## src/rtl/ps2_pkg.sv

```systemverilog
// ps2_pkg
// Shared definitions for the PS/2 host-to-device transmit path.
//   state_e      : transmitter FSM states
//   CMD_*        : common keyboard command bytes
//   FRAME_BITS   : bits the host drives after the start bit (8 data, parity, stop)
package ps2_pkg;

    typedef enum logic [2:0] {
        IDLE,
        INHIBIT,
        REQ,
        SHIFT,
        WAIT_IDLE,
        DONE,
        ERROR
    } state_e;

    localparam logic [7:0] CMD_SET_LEDS = 8'hED;
    localparam logic [7:0] CMD_ENABLE   = 8'hF4;
    localparam logic [7:0] CMD_RESET    = 8'hFF;

    localparam int FRAME_BITS = 10;

endpackage

```

## src/rtl/ps2_sync_edge.sv

```systemverilog
// ps2_sync_edge
// Multi-flop synchroniser for a raw PS/2 pin, plus falling-edge detect on
// the synchronised level.
//   clk      in   system clock
//   resetn   in   asynchronous active-low reset
//   pin_i    in   raw pin level
//   sync_o   out  synchronised pin level
//   fall_o   out  one-cycle pulse when the synchronised level goes 1 -> 0
module ps2_sync_edge #(
    parameter int STAGES = 2
) (
    input  logic clk,
    input  logic resetn,
    input  logic pin_i,
    output logic sync_o,
    output logic fall_o
);

    logic [STAGES-1:0] sync_q;
    logic              prev_q;

    // Flops reset to 1 (idle bus level) so leaving reset never fakes a fall.
    always_ff @(posedge clk or negedge resetn) begin
        if (!resetn) begin
            sync_q <= '1;
            prev_q <= 1'b1;
        end else begin
            sync_q <= {sync_q[STAGES-2:0], pin_i};
            prev_q <= sync_q[STAGES-1];
        end
    end

    assign sync_o = sync_q[STAGES-1];
    assign fall_o = prev_q & ~sync_q[STAGES-1];

endmodule

```

## src/rtl/ps2_host_tx.sv

```systemverilog
// ps2_host_tx
// Host-to-device PS/2 transmitter: sends one command byte to the keyboard
// using the inhibit / request-to-send / device-clocked shift / ACK protocol.
//   clk         in   system clock
//   resetn      in   asynchronous active-low reset
//   cmd_data    in   byte to send, captured when cmd_valid && cmd_ready
//   cmd_valid   in   command request
//   cmd_ready   out  high only while idle
//   ps2_clk_in  in   raw PS2_CLK pin level
//   ps2_dat_in  in   raw PS2_DAT pin level
//   ps2_clk_oe  out  1 = pull PS2_CLK low, 0 = release
//   ps2_dat_oe  out  1 = pull PS2_DAT low, 0 = release
//   busy        out  high whenever not idle (including the done/error cycle)
//   done        out  one-cycle pulse: byte sent and ACK seen
//   error       out  one-cycle pulse: timeout or missing ACK
module ps2_host_tx
    import ps2_pkg::*;
#(
    parameter int INHIBIT_CYCLES = 6000,
    parameter int TIMEOUT_CYCLES = 750000,
    parameter int SYNC_STAGES    = 2
) (
    input  logic       clk,
    input  logic       resetn,
    input  logic [7:0] cmd_data,
    input  logic       cmd_valid,
    output logic       cmd_ready,
    input  logic       ps2_clk_in,
    input  logic       ps2_dat_in,
    output logic       ps2_clk_oe,
    output logic       ps2_dat_oe,
    output logic       busy,
    output logic       done,
    output logic       error
);

    localparam int CNT_MAX = (INHIBIT_CYCLES > TIMEOUT_CYCLES) ? INHIBIT_CYCLES : TIMEOUT_CYCLES;
    localparam int CW      = $clog2(CNT_MAX + 1);

    localparam logic [CW-1:0] INHIBIT_LAST = CW'(INHIBIT_CYCLES - 1);
    localparam logic [CW-1:0] INHIBIT_PRE  = CW'(INHIBIT_CYCLES - 2);
    localparam logic [CW-1:0] TIMEOUT_LAST = CW'(TIMEOUT_CYCLES - 1);
    localparam logic [3:0]    LAST_IDX     = 4'(FRAME_BITS - 1);

    state_e                  state_q, state_d;
    logic [CW-1:0]           cnt_q, cnt_d;
    logic [3:0]              idx_q, idx_d;
    logic [FRAME_BITS-1:0]   frame_q, frame_d;
    logic                    clk_oe_q, clk_oe_d;
    logic                    dat_oe_q, dat_oe_d;

    logic                    clk_sync;
    logic                    clk_fall;
    logic [SYNC_STAGES-1:0]  dat_sync_q;
    logic                    dat_sync;
    logic [3:0]              idx_next;
    logic                    timeout;

    ps2_sync_edge #(
        .STAGES (SYNC_STAGES)
    ) u_clk_sync (
        .clk    (clk),
        .resetn (resetn),
        .pin_i  (ps2_clk_in),
        .sync_o (clk_sync),
        .fall_o (clk_fall)
    );

    // The data line only needs its level, so it gets a plain synchroniser.
    always_ff @(posedge clk or negedge resetn) begin
        if (!resetn) begin
            dat_sync_q <= '1;
        end else begin
            dat_sync_q <= {dat_sync_q[SYNC_STAGES-2:0], ps2_dat_in};
        end
    end

    assign dat_sync = dat_sync_q[SYNC_STAGES-1];
    assign idx_next = idx_q + 4'd1;
    assign timeout  = (cnt_q == TIMEOUT_LAST);

    // The line enables are registered so reset releases the bus at once
    // and the tri-state drivers never see decode glitches.
    always_ff @(posedge clk or negedge resetn) begin
        if (!resetn) begin
            state_q  <= IDLE;
            cnt_q    <= '0;
            idx_q    <= '0;
            frame_q  <= '0;
            clk_oe_q <= 1'b0;
            dat_oe_q <= 1'b0;
        end else begin
            state_q  <= state_d;
            cnt_q    <= cnt_d;
            idx_q    <= idx_d;
            frame_q  <= frame_d;
            clk_oe_q <= clk_oe_d;
            dat_oe_q <= dat_oe_d;
        end
    end

    // Timeout is checked before the fall-edge action so a stalled device
    // always ends in ERROR even if an edge lands on the limit cycle.
    always_comb begin
        state_d  = state_q;
        cnt_d    = cnt_q;
        idx_d    = idx_q;
        frame_d  = frame_q;
        clk_oe_d = clk_oe_q;
        dat_oe_d = dat_oe_q;

        case (state_q)
            IDLE: begin
                clk_oe_d = 1'b0;
                dat_oe_d = 1'b0;
                if (cmd_valid) begin
                    frame_d  = {1'b1, ~^cmd_data, cmd_data};
                    cnt_d    = '0;
                    idx_d    = '0;
                    clk_oe_d = 1'b1;
                    state_d  = INHIBIT;
                end
            end
            INHIBIT: begin
                cnt_d = cnt_q + CW'(1);
                // Start bit goes low during the last inhibit cycle.
                if (cnt_q == INHIBIT_PRE) begin
                    dat_oe_d = 1'b1;
                end
                if (cnt_q == INHIBIT_LAST) begin
                    cnt_d    = '0;
                    clk_oe_d = 1'b0;
                    dat_oe_d = 1'b1;
                    state_d  = REQ;
                end
            end
            REQ: begin
                cnt_d = cnt_q + CW'(1);
                if (timeout) begin
                    dat_oe_d = 1'b0;
                    state_d  = ERROR;
                end else if (clk_fall) begin
                    cnt_d    = '0;
                    idx_d    = '0;
                    dat_oe_d = ~frame_q[0];
                    state_d  = SHIFT;
                end
            end
            SHIFT: begin
                cnt_d = cnt_q + CW'(1);
                if (timeout) begin
                    dat_oe_d = 1'b0;
                    state_d  = ERROR;
                end else if (clk_fall) begin
                    cnt_d = '0;
                    if (idx_q == LAST_IDX) begin
                        // This fall carries the device ACK (low = accepted).
                        dat_oe_d = 1'b0;
                        state_d  = dat_sync ? ERROR : WAIT_IDLE;
                    end else begin
                        idx_d    = idx_next;
                        dat_oe_d = ~frame_q[idx_next];
                    end
                end
            end
            WAIT_IDLE: begin
                cnt_d    = cnt_q + CW'(1);
                dat_oe_d = 1'b0;
                if (timeout) begin
                    state_d = ERROR;
                end else if (clk_sync && dat_sync) begin
                    state_d = DONE;
                end
            end
            DONE: begin
                state_d = IDLE;
            end
            ERROR: begin
                clk_oe_d = 1'b0;
                dat_oe_d = 1'b0;
                state_d  = IDLE;
            end
            default: begin
                clk_oe_d = 1'b0;
                dat_oe_d = 1'b0;
                state_d  = IDLE;
            end
        endcase
    end

    assign ps2_clk_oe = clk_oe_q;
    assign ps2_dat_oe = dat_oe_q;
    assign cmd_ready  = (state_q == IDLE);
    assign busy       = (state_q != IDLE);
    assign done       = (state_q == DONE);
    assign error      = (state_q == ERROR);

endmodule

```

## config.mk

```make
export PLATFORM = sky130hd
export DESIGN_NAME = ps2_host_tx
export DESIGN_NICKNAME = d
export VERILOG_FILES = /design/src/rtl/ps2_pkg.sv /design/src/rtl/ps2_sync_edge.sv /design/src/rtl/ps2_host_tx.sv
export SDC_FILE = /design/constraint.sdc
export NUM_CORES = 1
export LEC_CHECK = 0
export ABC_AREA = 1
export CORE_ASPECT_RATIO = 0.75
export CORE_UTILIZATION = 40
export CTS_CLUSTER_SIZE = 12
export DETAILED_ROUTE_END_ITERATION = 8
export DONT_BUFFER_PORTS = 1
export GPL_ROUTABILITY_DRIVEN = 0
export HOLD_SLACK_MARGIN = 0.08
export MAX_ROUTING_LAYER = met4
export PLACE_DENSITY = 0.56
export SYNTH_ARGS = -nofsm -noshare
export SYNTH_HDL_FRONTEND = slang
export SYNTH_SLANG_ARGS = --single-unit
```

## constraint.sdc

```tcl
create_clock -name clk -period 1.7 [get_ports clk]
set_input_delay 0.51 -clock clk [delete_from_list [all_inputs] [get_ports clk]]
set_output_delay 0.51 -clock clk [all_outputs]
set_load 0.05 [all_outputs]
```

# ---- Word level (Yosys, flattened, before mapping)
# Cells that the tools add are included.
dict set report op_classes {
  n_addsub 2
  n_mul 0
  div_mod_pow 0
  order_cmp 1
  eq_ne 22
  shifts 0
  mux 36
  bitwise 6
  n_reduce_logical 14
}
# op n
set op_table {}
lappend op_table {{two-way mux 20 bit} 4}
lappend op_table {{case mux 20 bit (4 select lines)} 1}
lappend op_table {{equality test 20 x 13 -> 1 bit, second input constant} 2}
lappend op_table {{two-way mux 3 bit} 9}
lappend op_table {{two-way mux 4 bit} 6}
lappend op_table {{adder 20 x 1 -> 20 bit, second input constant} 1}
lappend op_table {{equality test 20 bit, second input constant} 1}
lappend op_table {{!= test 3 bit, second input constant} 5}
lappend op_table {{case mux 3 bit (5 select lines)} 1}
lappend op_table {{!= test 2 bit, second input constant} 7}
lappend op_table {{case mux 4 bit (3 select lines)} 1}
lappend op_table {{two-way mux 1 bit} 10}
lappend op_table {{equality test 3 bit, second input constant} 3}
lappend op_table {{XNOR reduction 8 bit} 1}
lappend op_table {{AND reduction 7 bit} 1}
lappend op_table {{equality test 3 x 2 -> 1 bit, second input constant} 2}
lappend op_table {{AND reduction 2 bit} 3}
lappend op_table {{AND reduction 6 bit} 1}
lappend op_table {{nonzero test 3 bit} 2}
lappend op_table {{less-than comparator 4 x 5 -> 1 bit, second input constant} 1}
lappend op_table {{NOT 1 bit} 5}
lappend op_table {{adder 4 x 1 -> 4 bit, second input constant} 1}
lappend op_table {{binary-select mux 1 bit (select 4 bit)} 1}
lappend op_table {{equality test 4 bit, second input constant} 1}
lappend op_table {{other kinds (11)} 11}
dict set report word_totals {
  ff_bits 44
  latch_bits 0
  ramBits 0
  romBits 0
  in_bits 13
  out_inout_bits 6
  word_cells 90
  mem_count 0
}

# ---- Longest topological paths before layout
# Gate-level depths: netlist (run 1).
dict set report logic_depth {
  depth_word 8
  ltp_mapped 12
  depth_no_buf 12
}

# ---- By module
# Synthesis (run 1) repeated with hierarchy kept, for this count alone.
dict set report hier_totals {
  cells_unflattened 411
  area_unflattened_um2 2952.8
}
# module instances cells_per_inst area_each_um2 seq_area_each_um2
set by_module_without_submodules {}
lappend by_module_without_submodules {ps2_host_tx 1 406 2864.0 1028.5}
lappend by_module_without_submodules {ps2_sync_edge 1 5 88.8 78.8}

# ---- Worst setup path after synthesis (run 1)
# OpenSTA, ideal clock, no wires.
dict set report synth_path {
  path_kind {reg2out}
  from {register state_q[2]}
  to {output port error}
  t_arrival_ns 1.577
  required_time_ns 1.190
  slack_ns -0.387
  path_stages_with_launch 3
  cell_sequence {dfrtp_1 -> inv_2 -> nor3_1}
}
dict set report synth_between {
  elab_chain_cells 1
}
# element line
set synth_lines {}
lappend synth_lines {{from (decl)} ps2_host_tx.sv:45} ;# state_e state_q, state_d;
lappend synth_lines {{from (signal assigned)} ps2_host_tx.sv:93} ;# state_q <= state_d;
lappend synth_lines {{equality test 3 bit} ps2_host_tx.sv:196} ;# assign error = (state_q == ERROR);
lappend synth_lines {{to (decl)} ps2_host_tx.sv:34} ;# output logic error
# No other way between the ends.

# ---- Final worst setup path (run 1)
dict set report layout_path {
  from {register state_q[1]}
  to {output port busy}
}
dict set report layout_between {
  elab_chain_cells 1
}
# element line
set layout_lines {}
lappend layout_lines {{nonzero test 3 bit} ps2_host_tx.sv:194} ;# assign busy = (state_q != IDLE);
lappend layout_lines {{to (decl)} ps2_host_tx.sv:32} ;# output logic busy,
# No other way between the ends.

==> flow_summary.ini, run 1 <==
[outcome]
outcome = complete, but fails checks
violations = negative setup slack

[synth]
synth_cell_types = 35
synth_edf_count = 0
synth_nets = 419
seq_area_frac_synth = 0.380
ys_warn_count = 0
synth_top_area_cell = dfrtp_1
yosysMostFrequentCell = nand2_1
synth_common_cells = nand2_1 (88), inv_1 (62), nor2_1 (52)
synth_area_mm2 = 0.00292
yosys_most_used_dff = dfrtp_1
synthCells = 402
synth_top_area_share = 0.334
synth_area_leaders = dfrtp_1 (33%), nand2_1 (11%), inv_1 (8.0%)
ys_ff_latch = 44
synth-async-reset-ratio = 1.00
avgSynthCellArea_um2 = 7.26

[clock_network]
clockBufferDepth = 2
cts_tree = built
clk_pin_slew_worst_paths_ps = 90
numCtsBuffers = 5
clockRootBuffer = clkbuf_8
cts.sinks = 44
cts_max_level = 2
clk_latency_ps = 300

[min_path]
hp-class = in -> reg
hold_depth = 0

[layout]
final_nets = 451
syn_to_final_growth_pct = 21.7
antennaDiodeCount = 0
layout.cells.non_filler = 533
drive_gt1_frac = 0.248
stdcell_area_mm2 = 0.00355

[worst_setup_path]
cp_cell_sequence = inv_2, nand2_4, nor2_4, clkinvlp_4
cpPeakStageDelay_ps = 400
critical_path_required_ps = 1190
worst-path-stages = 4
worst_path_max_delay_cell = dfrtp_1
path_buf_inv = 2
crit_path_max_fanout = 3
crit_type = reg -> out
worstRegToRegCells = 9
arrival_ps = 1260
cpLargestDelayFamily = flip-flops
endpoint_kind = primary output
worst_setup_path_start_kind = flop

[power]
peakVddDrop_v = 0.000618
p_leak_nw = 1.69
power_density_mw_per_mm2 = 1300

[sta]
whs_ps = 193
min_period_over_period = 1.04
rsz0062_at_grt = yes
setup_viol = 4
fmax_ghz = 0.565
drv_slew = 0
period_minus_slack_ps = 1770
fin_skew_ps = 5.51
setup_slack_ps = -68.8
slew_headroom = 0.646
finalHoldViolCount = 0
worst_pin_slew_ps = 531

[die]
ioPinCount = 19
die_h_um = 76.0
die_area_mm2 = 0.00764
core-area_mm2 = 0.00693
initial_core_util = 0.421
die_w_um = 101
floorplan.rows = 26

[grt]
grt_pass1_vias = 2477
grt_pass1_wl_mm = 12.4
grt_max_degree = 45
grt_overflow = 0
antenna_found_initial = 0
grtUsageTotal = 0.212

[detailed_routing]
drc = 0
wl_per_cell_um = 13.5
initialDrtViolationCount = 206
via_per_inst = 4.94
ant_nets = 0
vias = 2632
first_pass_iters = 4
wirelength_mm = 7.20

[placed_design]
post-dp-hpwl_mm = 5.44
dp_cells = 510
dpl-instance-area_mm2 = 0.00314
io_buffers = 0

[flow_run]
drv_cap = 0
## placed cells by master, fill, tap and decap left out, types with 6 or more instances in the layout
| cell type | n |
|---|---|
| dfrtp_1 | 34 |
| xnor2_1 | 6 |
| xor2_1 | 10 |
| nand4_1 | 14 |
| nand3_1 | 42 |
| o21ai_0 | 12 |
| inv_2 | 8 |
| nand2_2 | 7 |
| nor2_1 | 47 |
| nand3_2 | 7 |
| buf_4 | 24 |
| nand2_1 | 83 |
| inv_1 | 61 |
## area by class of cell
| cell class | instances | area (µm²) |
|---|---|---|
| well taps | 98 | 123 |
| repair buffers | 31 | 290 |
| clock inverters | 3 | 47.5 |
| inverters | 72 | 282 |
| clock buffers | 5 | 68.8 |
| multi-input cells | 280 | 1630 |
| flip-flops and latches | 44 | 1110 |
| fillers | 698 | 3380 |
## final timing paths
kind | from | to | slack (ps)
min in group asynchronous | resetn | cnt_q[6] | 690
max | state_q[1] | busy | -70
max in group asynchronous | resetn | dat_sync_q[0] | 750
max reg2reg | cnt_q[1] | cnt_q[18] | 90
min | ps2_dat_in | dat_sync_q[0] | 190
min reg2reg | dat_sync_q[0] | dat_sync_q[1] | 360
## metal layers
metal	vias up	track usage	wire, µm
met5	-	-	0
met4	0	0.0449	65
met3	9	0.0424	431
met2	63	0.270	2840
met1	1222	0.337	3860
li1	1338	-	-
## report_power, final
| part | internal, mW | leakage (nW) | switching, mW | total [mW] |
|---|---|---|---|---|
| registers | 1.28 | 0.549 | 0.283 | 1.57 |
| clock network | 0.443 | 0.0583 | 0.394 | 0.837 |
| logic | 0.890 | 1.08 | 1.33 | 2.22 |
## state kept, by name (all words and copies together) (netlist names)
name               count
ps2_clk_oe             1
state_q                3
cnt_q                 20
idx_q                  4
u_clk_sync.sync_q      2
dat_sync_q             2
ps2_dat_oe             1
u_clk_sync.prev_q      1
frame_q               10
## cells by family after synthesis
group / count (synthesis) / share of synthesized area
AND/OR/NAND/NOR: 229 / 0.374
multiplexers: 5 / 0.0193
flip-flops: 44 / 0.380
adder cells (fa/ha/maj): 4 / 0.0172
AO/OA/AOI/OAI: 26 / 0.0532
XOR/XNOR: 16 / 0.0480
buffers and inverters: 78 / 0.109
## what timing repair did
action | CTS | global route
endpoints found under the setup margin | 4 | 31
resized for setup | 6 | 38
buffers inserted | 3 | 12
pin swaps | 2 | 9
endpoints found under the hold margin | 44 | 0
hold buffers | 2 | 0
## stage by stage
step | TNS [ps] | power, mW | setup slack, ps | util
after detailed placement | 0 | 3.43 | 35.7 | 0.453
final | -201 | 4.62 | -68.8 | 0.512
after floorplan | -32.7 | 2.91 | -32.7 | -
after CTS | -215 | 4.40 | -114 | 0.481
after global routing | -480 | 4.99 | -127 | 0.512
after global placement | 0 | 3.42 | 48.0 | 0.453
Power figures use the tool's default switching activity.
==> run 2, diff against run 1 <==
--- a/config.mk
+++ b/config.mk
@@ -13,7 +13,6 @@
 export DONT_BUFFER_PORTS = 1
 export GPL_ROUTABILITY_DRIVEN = 0
 export HOLD_SLACK_MARGIN = 0.08
-export MAX_ROUTING_LAYER = met4
 export PLACE_DENSITY = 0.56
 export SYNTH_ARGS = -nofsm -noshare
 export SYNTH_HDL_FRONTEND = slang
==> flow_summary.ini, run 2 (synthesized netlist as in run 1, its figures left out) <==
[clock_network]
clk_latency_ps = 300
cts.sinks = 44
clockRootBuffer = clkbuf_8
clk_pin_slew_worst_paths_ps = 90
cts_max_level = 2
cts_tree = built
numCtsBuffers = 5
clockBufferDepth = 2

[detailed_routing]
wirelength_mm = 7.20
drc = 0
wl_per_cell_um = 13.5
initialDrtViolationCount = 188
vias = 2646
via_per_inst = 4.96
first_pass_iters = 4
ant_nets = 0

[worst_setup_path]
path_buf_inv = 2
cpLargestDelayFamily = flip-flops
worst_setup_path_start_kind = flop
arrival_ps = 1260
cpPeakStageDelay_ps = 400
crit_type = reg -> out
critical_path_required_ps = 1190
cp_cell_sequence = inv_2, nand2_4, nor2_4, clkinvlp_4
rrSetupSlack_ps = 80
worst_path_max_delay_cell = dfrtp_1
crit_path_max_fanout = 3
endpoint_kind = primary output

[outcome]
outcome = complete, but fails checks
violations = negative setup slack

[layout]
antennaDiodeCount = 0
top_register = cnt_q
final_cell_mix = nand2_1 (83), inv_1 (61), nor2_1 (47)
largest_reg_flops = 20
layout_commonest_cell = nand2_1
final_nets = 451
syn_to_final_growth_pct = 21.7
stdcell_area_mm2 = 0.00355
top_regs = cnt_q: 20 flops, frame_q: 10 flops, idx_q: 4 flops
drive_gt1_frac = 0.248

[sta]
fin_setup_tns_ps = -201
setup_slack_ps = -68.8
worst_pin_slew_ps = 531
fin_skew_ps = 5.28
rsz0062_at_grt = yes
finalHoldViolCount = 0
min_period_over_period = 1.04
drv_slew = 0
setup_viol = 4
slew_headroom = 0.646
fmax_ghz = 0.565
whs_ps = 194
period_minus_slack_ps = 1770

[grt]
grt.met3_usage = 0.0415
grt_overflow = 0
antenna_found_initial = 0
grt_pass1_wl_mm = 12.4
grtUsageMet2 = 0.270
top_usage_layer = met1
use_met1 = 0.337
grt_max_degree = 45
grt_pass1_vias = 2476
grtUsageTotal = 0.206

[die]
initial_core_util = 0.421
die_area_mm2 = 0.00764
core-area_mm2 = 0.00693
die_h_um = 76.0
ioPinCount = 19
floorplan.rows = 26
die_w_um = 101

[placed_design]
io_buffers = 0
post-dp-hpwl_mm = 5.44
dpl-instance-area_mm2 = 0.00314
pre_cts_slack_ps = 35.7

[power]
p_leak_nw = 1.69
p_total_mw = 4.62
power_density_mw_per_mm2 = 1300
peakVddDrop_v = 0.000618

[flow_run]
drv_cap = 0

[min_path]
hp-class = in -> reg
[run 2: path summary, 6_finish.rpt]
check | start | end | cells past startpoint
max in group asynchronous | resetn | dat_sync_q[0] | 2
setup / recovery | state_q[1] | busy | 4
min in group asynchronous | resetn | cnt_q[6] | 2
hold reg to reg | dat_sync_q[0] | dat_sync_q[1] | 0
hold / removal | ps2_dat_in | dat_sync_q[0] | 0
setup reg to reg | cnt_q[1] | cnt_q[18] | 9
[run 2: layer usage]
layer  routed length, µm  up-vias
met5                   0        -
met4                  64        0
met3                 439        9
met2                2850       67
met1                3840     1232
li1                    -     1338
[run 2: stage by stage]
stage,instances,utilization
6_report,533,0.512
5_1_grt,533,0.512
2_1_floorplan,402,-
3_5_place_dp,510,0.453
4_1_cts,523,0.481
3_3_place_gp,510,0.453
[run 2: layout make-up]
class,instances,area [µm²]
Fill cell,698,3380
Multi-Input combinational cell,280,1630
Sequential cell,44,1110
Timing Repair Buffer,31,290
Inverter,72,282
Tap cell,98,123
Clock buffer,5,68.8
Clock inverter,3,47.5
[run 2: repair_timing]
item | 4_1_cts | 5_1_grt
pin swaps | 2 | 9
setup endpoints to repair | 4 | 31
hold buffers | 2 | 0
hold endpoints to repair | 44 | 0
buffers inserted | 3 | 12
gates resized for setup | 6 | 38
[run 2: worst reg2reg max path, delay by kind of cell, from the launching register on]
family | cells | cell delay (ps)
simple gates | 5 | 680
flops | 1 | 430
fa+ha+maj | 1 | 180
buf+inv | 2 | 160
compound gates | 1 | 140
[run 2: report_power, final]
| part | switching (mW) | total [mW] | internal, mW |
|---|---|---|---|
| clock network | 0.394 | 0.837 | 0.443 |
| registers | 0.283 | 1.57 | 1.28 |
| logic | 1.32 | 2.21 | 0.890 |
